**config.mk**
```make
export PLATFORM = sky130hd
export DESIGN_NAME = ifetch_unit
export DESIGN_NICKNAME = d
export VERILOG_FILES = /design/src/rtl/ifetch_unit_pkg.sv /design/src/rtl/fetch_fifo.sv /design/src/rtl/ifetch_unit.sv
export SDC_FILE = /design/constraint.sdc
export NUM_CORES = 1
export LEC_CHECK = 0
export ABC_AREA = 1
export BUFFER_PORTS_ARGS = -buffer_cell sky130_fd_sc_hd__buf_2
export CAP_MARGIN = 20
export CORE_MARGIN = 4
export CORE_UTILIZATION = 55
export CTS_CLUSTER_SIZE = 8
export DETAILED_ROUTE_END_ITERATION = 7
export GPL_TIMING_DRIVEN = 0
export HOLD_SLACK_MARGIN = 0.02
export MAX_ROUTING_LAYER = met4
export PLACE_DENSITY_LB_ADDON = 0.3
export SYNTH_ARGS = -nofsm -noshare
export SYNTH_HDL_FRONTEND = slang
export SYNTH_HIERARCHICAL = 1
export SYNTH_SLANG_ARGS = --single-unit
```
**constraint.sdc**
```tcl
create_clock -name clk -period 2.3 [get_ports clk]
set_input_delay 0.46 -clock clk [delete_from_list [all_inputs] [get_ports clk]]
set_output_delay 0.46 -clock clk [all_outputs]
set_load 0.01 [all_outputs]
```
**src/rtl/ifetch_unit_pkg.sv**
```systemverilog
// ---------------------------------------------------------------------------
// ifetch_unit_pkg : shared fetch-path types and constants
// Revision: 1.0
// ---------------------------------------------------------------------------
`default_nettype none

package ifetch_unit_pkg;

    localparam logic [31:0] CPU_RESET_PC = 32'h0000_3000;
    localparam int          ENTRY_W      = 64;

    typedef enum logic [1:0] {
        IDLE = 2'd0,
        WAIT = 2'd1,
        DROP = 2'd2
    } fetch_state_t;

    // Buffer entry layout: instruction word in the upper half, its address below.
    function automatic logic [ENTRY_W-1:0] pack_entry(input logic [31:0] word,
                                                      input logic [31:0] addr);
        return {word, addr};
    endfunction

endpackage

`default_nettype wire

```
**src/rtl/fetch_fifo.sv**
```systemverilog
// ---------------------------------------------------------------------------
// fetch_fifo : DEPTH-entry FIFO with wrap-around pointers and same-cycle flush
// Revision: 1.0
// ---------------------------------------------------------------------------
`default_nettype none

module fetch_fifo #(
    parameter int DEPTH = 2,
    parameter int WIDTH = 64
) (
    input  logic                     clk,
    input  logic                     rst_n,
    input  logic                     flush,
    input  logic                     push,
    input  logic [WIDTH-1:0]         push_data,
    input  logic                     pop,
    output logic [$clog2(DEPTH):0]   count,
    output logic [WIDTH-1:0]         head,
    output logic                     valid
);

    localparam int                PTR_W  = $clog2(DEPTH);
    localparam int                CNT_W  = PTR_W + 1;
    localparam logic [CNT_W-1:0]  C_FULL = CNT_W'(DEPTH);

    logic [WIDTH-1:0] r_mem [DEPTH];
    logic [PTR_W-1:0] r_wr_ptr;
    logic [PTR_W-1:0] r_rd_ptr;
    logic [CNT_W-1:0] r_count;
    logic             w_do_pop;
    logic             w_do_push;

    // A pop frees the head slot, so a push alongside it is legal even when full.
    assign w_do_pop  = pop && (r_count != '0);
    assign w_do_push = push && ((r_count != C_FULL) || w_do_pop);

    always_ff @(posedge clk or negedge rst_n) begin
        if (!rst_n) begin
            r_wr_ptr <= '0;
            r_rd_ptr <= '0;
            r_count  <= '0;
            for (int i = 0; i < DEPTH; i++) begin
                r_mem[i] <= '0;
            end
        end else if (flush) begin
            r_wr_ptr <= '0;
            r_rd_ptr <= '0;
            r_count  <= '0;
        end else begin
            if (w_do_push) begin
                r_mem[r_wr_ptr] <= push_data;
                r_wr_ptr        <= r_wr_ptr + PTR_W'(1);
            end
            if (w_do_pop) begin
                r_rd_ptr <= r_rd_ptr + PTR_W'(1);
            end
            case ({w_do_push, w_do_pop})
                2'b10:   r_count <= r_count + CNT_W'(1);
                2'b01:   r_count <= r_count - CNT_W'(1);
                default: r_count <= r_count;
            endcase
        end
    end

    assign count = r_count;
    assign head  = r_mem[r_rd_ptr];
    assign valid = (r_count != '0);

endmodule

`default_nettype wire

```
**src/rtl/ifetch_unit.sv**
```systemverilog
// ---------------------------------------------------------------------------
// ifetch_unit : single-outstanding instruction fetch with flush and fetch buffer
// Revision: 1.0
// ---------------------------------------------------------------------------
`default_nettype none

module ifetch_unit
    import ifetch_unit_pkg::*;
#(
    parameter logic [31:0] RESET_PC = CPU_RESET_PC,
    parameter int          DEPTH    = 2
) (
    input  logic        clk,
    input  logic        rst_n,
    input  logic [31:0] pc,
    output logic        pc_hold,
    input  logic        flush,
    output logic        imem_req,
    output logic [31:0] imem_addr,
    input  logic        imem_ack,
    input  logic [31:0] imem_rdata,
    output logic        inst_valid,
    output logic [31:0] inst,
    output logic [31:0] inst_pc,
    input  logic        dec_ready
);

    localparam int               CNT_W  = $clog2(DEPTH) + 1;
    localparam logic [CNT_W-1:0] C_FULL = CNT_W'(DEPTH);

    fetch_state_t       r_state;
    logic [31:0]        r_addr;
    logic [CNT_W-1:0]   w_count;
    logic [ENTRY_W-1:0] w_head;
    logic               w_issue;
    logic               w_push;
    logic               w_pop;

    // rst_n gates the combinational outputs so they sit at reset values immediately.
    assign w_issue   = rst_n && (r_state == IDLE) && (w_count < C_FULL) && !flush;
    assign pc_hold   = !(w_issue || (flush && rst_n));
    assign imem_req  = w_issue;
    assign imem_addr = w_issue ? pc : 32'h0;

    assign w_push = (r_state == WAIT) && imem_ack && !flush;
    assign w_pop  = inst_valid && dec_ready && !flush;

    always_ff @(posedge clk or negedge rst_n) begin
        if (!rst_n) begin
            r_state <= IDLE;
            r_addr  <= RESET_PC;
        end else begin
            case (r_state)
                IDLE: begin
                    if (w_issue) begin
                        r_addr  <= pc;
                        r_state <= WAIT;
                    end
                end
                WAIT: begin
                    if (flush) begin
                        r_state <= imem_ack ? IDLE : DROP;
                    end else if (imem_ack) begin
                        r_state <= IDLE;
                    end
                end
                DROP: begin
                    // The ack retires the only outstanding request, flush or not.
                    if (imem_ack) begin
                        r_state <= IDLE;
                    end
                end
                default: r_state <= IDLE;
            endcase
        end
    end

    fetch_fifo #(
        .DEPTH (DEPTH),
        .WIDTH (ENTRY_W)
    ) u_fetch_fifo (
        .clk       (clk),
        .rst_n     (rst_n),
        .flush     (flush),
        .push      (w_push),
        .push_data (pack_entry(imem_rdata, r_addr)),
        .pop       (w_pop),
        .count     (w_count),
        .head      (w_head),
        .valid     (inst_valid)
    );

    assign inst    = w_head[63:32];
    assign inst_pc = w_head[31:0];

endmodule

`default_nettype wire

```
# Word-level counts from Yosys, hierarchy flattened
# Index checks and enable logic that the tools add are counted.
# word_totals
out_inout_bits	99
register_bits	166
wordCells	64
# classes
eq_ne	6
magnitude_cmp	4
n_addsub	4
bitwise_logic	3
n_mux	18
n_reduce_logical	22
# ops
operator	n
$mux 64	4
$bwmux 128	1
$demux 64 s1	1
$mux 32	1
$logic_and 1x1->1	11
$mux 2	5
$pmux 2 s3	1
$reduce_bool 2->1	3
$eq 2x1->1 const B	2
$eq 2x2->1 const B	2
$ge 2x2->1 const B	2
$mux 1	4
$ne 2x2->1 const B	2
$not 1->2	2
$pmux 2 s2	1
$reduce_and 2->1	2
$reduce_bool 3->1	1
$add 1x1->1 const B	2
$add 2x1->2 const B	1
$logic_not 1->1	2
$logic_not 2->1	1
$logic_or 1x1->1	2
$lt 2x1->1 const B	1
$lt 2x2->1 const B	1
2 further kinds	2

# Depth between registers and ports, before layout
# Gate-level depths: netlist of the first run.
# depth
ltp_word	9
depth_mapped	13

# Hierarchy
# The synthesis of the first run kept the hierarchy.
# by_module_without_submodules
mod	seq_area_each_um2	cells_each	area_each_um2	n_inst
fetch_fifo	3303.2	722	6122.1	1
ifetch_unit	853.3	191	1609.0	1

# Worst setup path before layout of the first run
# OpenSTA, ideal clock, no wires.
# synth_path
kind	register -> register
start	reg u_fetch_fifo.r_count[1], in the netlist u_fetch_fifo/count[1]
end	reg u_fetch_fifo/r_mem[10] in the netlist's numbering
path_slack_ps	616
t_arrival_ps	1567
stages_incl_launch_ff	14
path_buffers	2
setup_ps	117
synth_period_minus_slack_ps	1684
cell_sequence	dfrtp_1 inv_1 nand2_1 nand2_1 nor2_1 inv_1 nand3_2 nand2_2 inv_2 nand3_2 buf_6 buf_6 nand2_1 o21ai_2
# synth_via
elab_chain_cells	7
word_cells_on_any_way	8
cone_classes	eq/ne (1); reduce/logical (7)
# synth_lines
element	line_no	rtl
start: declaration	fetch_fifo.sv:29	logic [CNT_W-1:0] r_count;
start signal: assignment	fetch_fifo.sv:58	2'b10: r_count <= r_count + CNT_W'(1);
start signal: assignment	fetch_fifo.sv:59	2'b01: r_count <= r_count - CNT_W'(1);
start signal: assignment	fetch_fifo.sv:60	default: r_count <= r_count;
$reduce_bool 2->1	fetch_fifo.sv:67	assign valid = (r_count != '0);
via inst_valid	ifetch_unit.sv:22	output logic inst_valid,
$logic_and 1x1->1 (2 in a row)	ifetch_unit.sv:46	assign w_pop = inst_valid && dec_ready && !flush;
via w_pop	ifetch_unit.sv:37	logic w_pop;
$logic_and 1x1->1	fetch_fifo.sv:34	assign w_do_pop = pop && (r_count != '0);
$logic_or 1x1->1	fetch_fifo.sv:35	assign w_do_push = push && ((r_count != C_FULL) || w_do_pop);
$logic_and 1x1->1	fetch_fifo.sv:35	
$reduce_and 2->1 (no line)	n/a	
end signal: indexed assignment	fetch_fifo.sv:51	r_mem[r_wr_ptr] <= push_data;
end: declaration	fetch_fifo.sv:26	logic [WIDTH-1:0] r_mem [DEPTH];
# The timed path passes the listed nets, and every way through them passes these cells.
# A chain may end at the register's enable or synchronous reset.

# Final worst setup path of the first run
# layout_path
start	reg r_state[0]
end	out imem_addr[27]
# layout_via
elab_chain_cells	5
# layout_lines
element	line_no	rtl
start: declaration	ifetch_unit.sv:31	fetch_state_t r_state;
start signal: assignment	ifetch_unit.sv:62	r_state <= imem_ack ? IDLE : DROP;
$logic_not 2->1	ifetch_unit.sv:40	assign w_issue = rst_n && (r_state == IDLE) && (w_count < C_FULL) && !flush;
$logic_and 1x1->1 (3 in a row)	ifetch_unit.sv:40	
$mux 32	ifetch_unit.sv:43	assign imem_addr = w_issue ? pc : 32'h0;
end: declaration	ifetch_unit.sv:19	output logic [31:0] imem_addr,
# Every way passes these cells.

==> impl_metrics.ini, run 1 <==
[layout]
fin_util = 0.6960
drive_gt1_frac = 0.2902
most-common-layout-cells = nand2_1 (397), buf_2 (174), dfrtp_1 (164)
fill_cells = 1123
syn2layout_area_growth_pct = 24.47
instances_no_fill = 1300
num_antenna_cells = 0
final_common_cell = nand2_1
layout.nets = 1176

[detailed_routing]
first_iter_violations = 562
drtPass1Iterations = 7
viasPerCell = 5.105
drc = 0
vias = 6636
final_antenna_net_count = 0
wl_um = 19250
wl_per_cell_um = 14.81

[global_route]
grt_usage = 0.2534
grt_max_degree = 89
grt_pass1_wl_um = 31210
antenna_found_initial = 0
overflow = 0
grt_pass1_vias = 6414

[floorplan]
ios = 168
start_util = 0.5591
die_width_um = 126.6
die_h_um = 126.6
dieArea_mm2 = 0.01602
fp-row-count = 43
core_area_mm2 = 0.01383

[critical_path]
critical_path_class = reg2out
cp.arrival_ns = 1.78
reg2reg_from = u_fetch_fifo/count[1]$_DFFE_PN0P_
endpoint_kind = output port
cp_max_fo = 10
crit_required_ns = 1.84
setup.worst_path.start = r_state[0]$_DFFE_PN0P_
start_kind = register

[placement]
routabilityCongestion = 0.7917
dpl.cell_count = 1261
dp_hpwl_um = 13280
io_buffers = 167

[synthesis]
yosys-top-cells-area = dfrtp_1 (53%), nand2_1 (19%), o21ai_2 (6.8%)
ys_seq_elements = 166
syn_avg_cell_area_um2 = 8.468
syn_inst = 913
ys_seq_area_frac = 0.5376
netlist.top_cell.by_area = dfrtp_1
synthesis.area_mm2 = 0.007731
synth_warnings = 6
synth_cell_types = 22
synth_nets = 982
synth_top_area_frac = 0.5308

[clock_network]
cts_buffers = 17
htree_levels = 4
cts.path.max_buffers = 2
clock_latency_ns = 0.43
cts-root-buf = clkbuf_16
cts.sinks = 166
cts_tree = yes
clk_pin_slew_worst_paths_ns = 0.06

[sta]
slew_violations = 0
min_period_ns = 2.243
worstMarginPinSlew_ns = 0.5905
grt_setup_unrepaired = yes
relSlewSlack = 0.6063
clock.fmax_mhz = 445.8
hold_violations = 0
period_share = 0.9754
clock_skew_ns = 0.008990
setup_violations = 0

[power_and_ir_drop]
peakVddDrop_uv = 671.5
leakagePower_nw = 5.649
p_per_area_mw_per_mm2 = 927.3

[min_path]
hp-class = in2async

[job]
cap_violations = 0

[status]
outcome = finished clean
==> per-layer routing <==
layer	global-route usage	share of wire	up-vias	wire length [µm]
met2	0.4026	0.49	228	9382
li1	-	-	3237	-
met3	0.04632	0.060	29	1146
met1	0.3330	0.43	3142	8360
met4	0.08328	0.019	0	359
met5	-	0	-	0
==> worst max-delay path, cell delays in order (launching register included) <==
cell	delay (ns)
dfrtp_1	0.44
nor2_4	0.22
buf_4	0.23
nand4_1	0.19
inv_1	0.14
buf_2	0.14
==> flip-flops by register name (all words and copies together), names as in the netlist <==
name and cells:
r_state 2, u_fetch_fifo/r_mem 128, u_fetch_fifo/r_rd_ptr 1, u_fetch_fifo/count 2, u_fetch_fifo/r_wr_ptr 1, r_addr 32
==> cells in the mapped netlist (all sizes together) <==
master  count
nor2        8
a21oi       2
inv       110
nand3       9
clkbuf      6
dfrtp     164
nand4      33
a22oi       1
o21ai     131
dfstp       2
buf        48
nand2     399
==> power by group <==
group	switching [W]	internal (W)	total (W)
Combinational	0.00119	0.000769	0.00196
Clock	0.00111	0.00209	0.00320
Sequential	0.000302	0.00346	0.00376
==> repair_timing <==
action                                 CTS  global route
setup buffers                            0             3
pin swaps                                0             1
setup endpoints to repair               90            55
endpoints found under the hold margin   83            83
resized for setup                        8             7
cloned                                   0             1
==> kinds of logic (layout without fill, tap and decap cells) <==
logic type / count (synthesis) / in the layout / synth area share
flops: 166 / 166 / 0.5376
simple gates: 449 / 449 / 0.2356
compound gates: 134 / 134 / 0.1162
buf+inv: 164 / 371 / 0.1105
==> layout make-up <==
class	instances	area (µm²)	share of cell area
plain buffers	54	460.4	0.04785
clock buffers	22	464.2	0.04824
clock inverters	10	202.7	0.02106
inverters	110	412.9	0.04291
multi-input cells	583	2720	0.2827
flip-flops and latches	166	4156	0.4319
well taps	180	225.2	0.02340
repair buffers	175	980.9	0.1019
==> stage by stage <==
step / hold slack [ns] / setup TNS (ns) / cell area [µm²] / worst slack, ns / power [W]
CTS: -0.04890 / -0.03135 / 9517 / -0.03135 / 0.008936
finish: 0.03842 / 0 / 9623 / 0.05663 / 0.008923
floorplan: 0.1644 / 0 / 7731 / 0.6160 / 0.004929
detailed placement: 0.4521 / -2.687 / 8830 / -0.2292 / 0.005730
global route: 0.05024 / -0.04049 / 9623 / -0.04049 / 0.009409
global placement: 0.4515 / -439.65 / 8792 / -2.711 / 0.005651
==> path summary, 6_finish.rpt <==
kind	end	slack, ns	cells after the start
max in group asynchronous	u_fetch_fifo/r_mem[56]$_DFFE_PN0P_	1.43	3
min in group clk	r_state[0]$_DFFE_PN0P_	0.23	2
min reg2reg	r_addr[5]$_DFFE_PN0P_	0.47	2
max reg2reg	u_fetch_fifo/r_mem[122]$_DFFE_PN0P_	0.34	13
max	imem_addr[27]	0.06	5
min	u_fetch_fifo/r_mem[81]$_DFFE_PN0P_	0.04	2
Note: power is estimated with default switching activity, not from simulation.
==> run 2, diff against run 1 <==
--- a/config.mk
+++ b/config.mk
@@ -5,17 +5,17 @@
 export SDC_FILE = /design/constraint.sdc
 export NUM_CORES = 1
 export LEC_CHECK = 0
-export ABC_AREA = 1
 export BUFFER_PORTS_ARGS = -buffer_cell sky130_fd_sc_hd__buf_2
 export CAP_MARGIN = 20
 export CORE_MARGIN = 4
-export CORE_UTILIZATION = 55
+export CORE_UTILIZATION = 54
 export CTS_CLUSTER_SIZE = 8
 export DETAILED_ROUTE_END_ITERATION = 7
 export GPL_TIMING_DRIVEN = 0
 export HOLD_SLACK_MARGIN = 0.02
 export MAX_ROUTING_LAYER = met4
 export PLACE_DENSITY_LB_ADDON = 0.3
+export SKIP_CTS_REPAIR_TIMING = 1
 export SYNTH_ARGS = -nofsm -noshare
 export SYNTH_HDL_FRONTEND = slang
 export SYNTH_HIERARCHICAL = 1
==> run 2 against run 1 <==
The flow now finishes with violations (hold timing). Global-route usage is 3.5 points lower. Final cell count is 33% lower. Cell area is 1.5% lower. Sequential cell count stayed put. Die area is 0.21% lower. Core utilization is 1.0 points lower. Highest routed layer unchanged.
==> impl_metrics.ini, run 2 <==
[status]
outcome = finished, violations left
violations = hold timing

[global_route]
overflow = 0
grt_usage = 0.2189
antenna_found_initial = 0
grtUsageMet1 = 0.2763
met2_usage = 0.3615
grt_pass1_vias = 5128
met3_usage = 0.05347
grt_max_degree = 95
grt-busiest-layer = met2
grt_pass1_wl_um = 26850

[layout]
fill_cells = 971
largest_reg_flops = 128
final_common_cell = buf_2
num_antenna_cells = 0
most-common-layout-cells = buf_2 (173), dfrtp_1 (161), mux2_2 (146)
fin_util = 0.6855
regMostFlops = u_fetch_fifo/r_mem
reg.largest.list = u_fetch_fifo/r_mem (128), r_addr (32)
drive_gt1_frac = 0.6806
multi_input_area_mm2 = 0.003271
register_area_mm2 = 0.004160
layout.nets = 751
syn2layout_area_growth_pct = 25.14

[min_path]
hp-class = in2async

[synthesis]
synth_cell_types = 30
syn_inst = 483
async_reset_ff_frac = 1.000
synth_nets = 552
syn_avg_cell_area_um2 = 15.68
ys_seq_elements = 166
synth_top_area_frac = 0.5419
synthesis.area_mm2 = 0.007574
netlist.top_cell.by_area = dfrtp_1
synth_ff_type = dfrtp_1
yosysMostFrequentCell = dfrtp_1
synth_commonest_cells = dfrtp_1 (164), mux2_2 (146), mux2_4 (78)
synth_warnings = 6
ys_seq_area_frac = 0.5488
yosys-top-cells-area = dfrtp_1 (54%), mux2_2 (22%), mux2_4 (15%)
synth_edf_count = 0

[critical_path]
crit_required_ns = 1.84
cp_slowest_cell = dfrtp_2
critPathTopFamily = buffers and inverters
crit_path_max_incr_delay_ns = 0.45
worst-path-buf-inv = 3
cp_max_fo = 10
cp.arrival_ns = 1.80
critical_path_class = reg2out
start_kind = register
endpoint_kind = output port
crit_chain = nor2_4 -> nand3_4 -> clkinvlp_4 -> buf_4 -> and2_1 -> buf_2

[floorplan]
die_h_um = 126.4
ios = 168
start_util = 0.5477
core_area_mm2 = 0.01383
die_width_um = 126.4
dieArea_mm2 = 0.01598
fp-row-count = 43

[detailed_routing]
first_iter_violations = 179
final_antenna_net_count = 0
drc = 0
viasPerCell = 5.285
vias = 4624
wl_um = 16380
wl_per_cell_um = 18.72
drtPass1Iterations = 4

[clock_network]
clk_pin_slew_worst_paths_ns = 0.06
clock_latency_ns = 0.41
htree_levels = 4
cts.sinks = 166
cts-root-buf = clkbuf_16
cts.path.max_buffers = 2
cts_tree = yes
cts_buffers = 17

[power_and_ir_drop]
leakagePower_nw = 4.995
switchingPower_w = 0.002330
switching_share = 0.2542
p_comb_frac = 0.248
p_seq_frac = 0.427
power.internal_w = 0.006837
peakVddDrop_uv = 678.4
p_per_area_mw_per_mm2 = 967.3
p_clk_frac = 0.325

[sta]
timing.setup.tns_ns = 0
clock.fmax_mhz = 443.4
worstMarginPinSlew_ns = 0.4609
period_share = 0.9807
relSlewSlack = 0.6928
clock_skew_ns = 0.005131
slew_violations = 0
setup_violations = 0
hold_violations = 70
holdWs_ns = -0.05139
grt_setup_unrepaired = yes
min_period_ns = 2.256

[job]
cap_violations = 0

[placement]
io_buffers = 167
routabilityCongestion = 0.7845
dp_hpwl_um = 11200
run 2: power by group through the flow:
stage / Combinational, W / Clock, W / Sequential [W]
CTS: 0.00229 / 0.00303 / 0.00391
global placement: 0.00221 / 0 / 0.00389
detailed placement: 0.00227 / 0 / 0.00395
global route: 0.00246 / 0.00317 / 0.00399
finish: 0.00227 / 0.00298 / 0.00392
floorplan: 0.00154 / 0 / 0.00382
run 2: cell type report:
cell class / instances / share of cell area
clock inverter: 9 / 0.01558
sequential: 166 / 0.4389
multi-input combinational: 290 / 0.3451
timing repair buffer: 180 / 0.1022
tap: 180 / 0.02376
buffer: 26 / 0.02323
inverter: 1 / 0.0007921
clock buffer: 23 / 0.05043
run 2: stage by stage:
step	area (µm²)	hold WS [ns]	setup WS (ns)	std cells	power [W]
2_1_floorplan	7574	0.1644	0.1200	483	0.005360
3_3_place_gp	8635	0.4831	-2.960	830	0.006100
3_5_place_dp	8672	0.4634	-0.5587	831	0.006216
4_1_cts	9298	0.02438	-0.6905	863	0.009228
5_1_grt	9478	-0.03356	-0.06021	875	0.009621
6_report	9478	-0.05139	0.04446	875	0.009168
run 2: per-layer routing:
| layer | wire length (µm) | part of all wire |
|---|---|---|
| met1 | 7008 | 0.43 |
| met2 | 8449 | 0.52 |
| met3 | 791 | 0.048 |
| met4 | 129 | 0.0079 |
| met5 | 0 | 0 |
run 2: kinds of logic after synthesis:
logic type / synth area share
flops: 0.5488
mux: 0.3730
buf+inv: 0.02429
simple gates: 0.04758
xor+xnor: 0.001157
compound gates: 0.005122
run 2: final timing paths:
kind / startpoint / endpoint / slack [ns] / depth (start not counted)
max: u_fetch_fifo/count[1]$_DFFE_PN0P_ / imem_addr[27] / 0.04 / 6
min: rst_n / u_fetch_fifo/r_mem[55]$_DFFE_PN0P_ / -0.05 / 1
max reg2reg: u_fetch_fifo/count[1]$_DFFE_PN0P_ / u_fetch_fifo/r_mem[42]$_DFFE_PN0P_ / 0.09 / 9
min reg2reg: u_fetch_fifo/r_mem[96]$_DFFE_PN0P_ / u_fetch_fifo/r_mem[96]$_DFFE_PN0P_ / 0.50 / 1
max in group asynchronous: rst_n / u_fetch_fifo/r_mem[19]$_DFFE_PN0P_ / 1.59 / 2
min in group clk: imem_ack / r_state[1]$_DFFE_PN0P_ / 0.23 / 2
run 2: worst register-to-register path: cells and delay by family, from the launching register on:
kind                   cells  cell delay, ns
AND/OR/NAND/NOR            5            0.79
buffers and inverters      3            0.54
flip-flops                 1            0.45
multiplexers               1            0.31
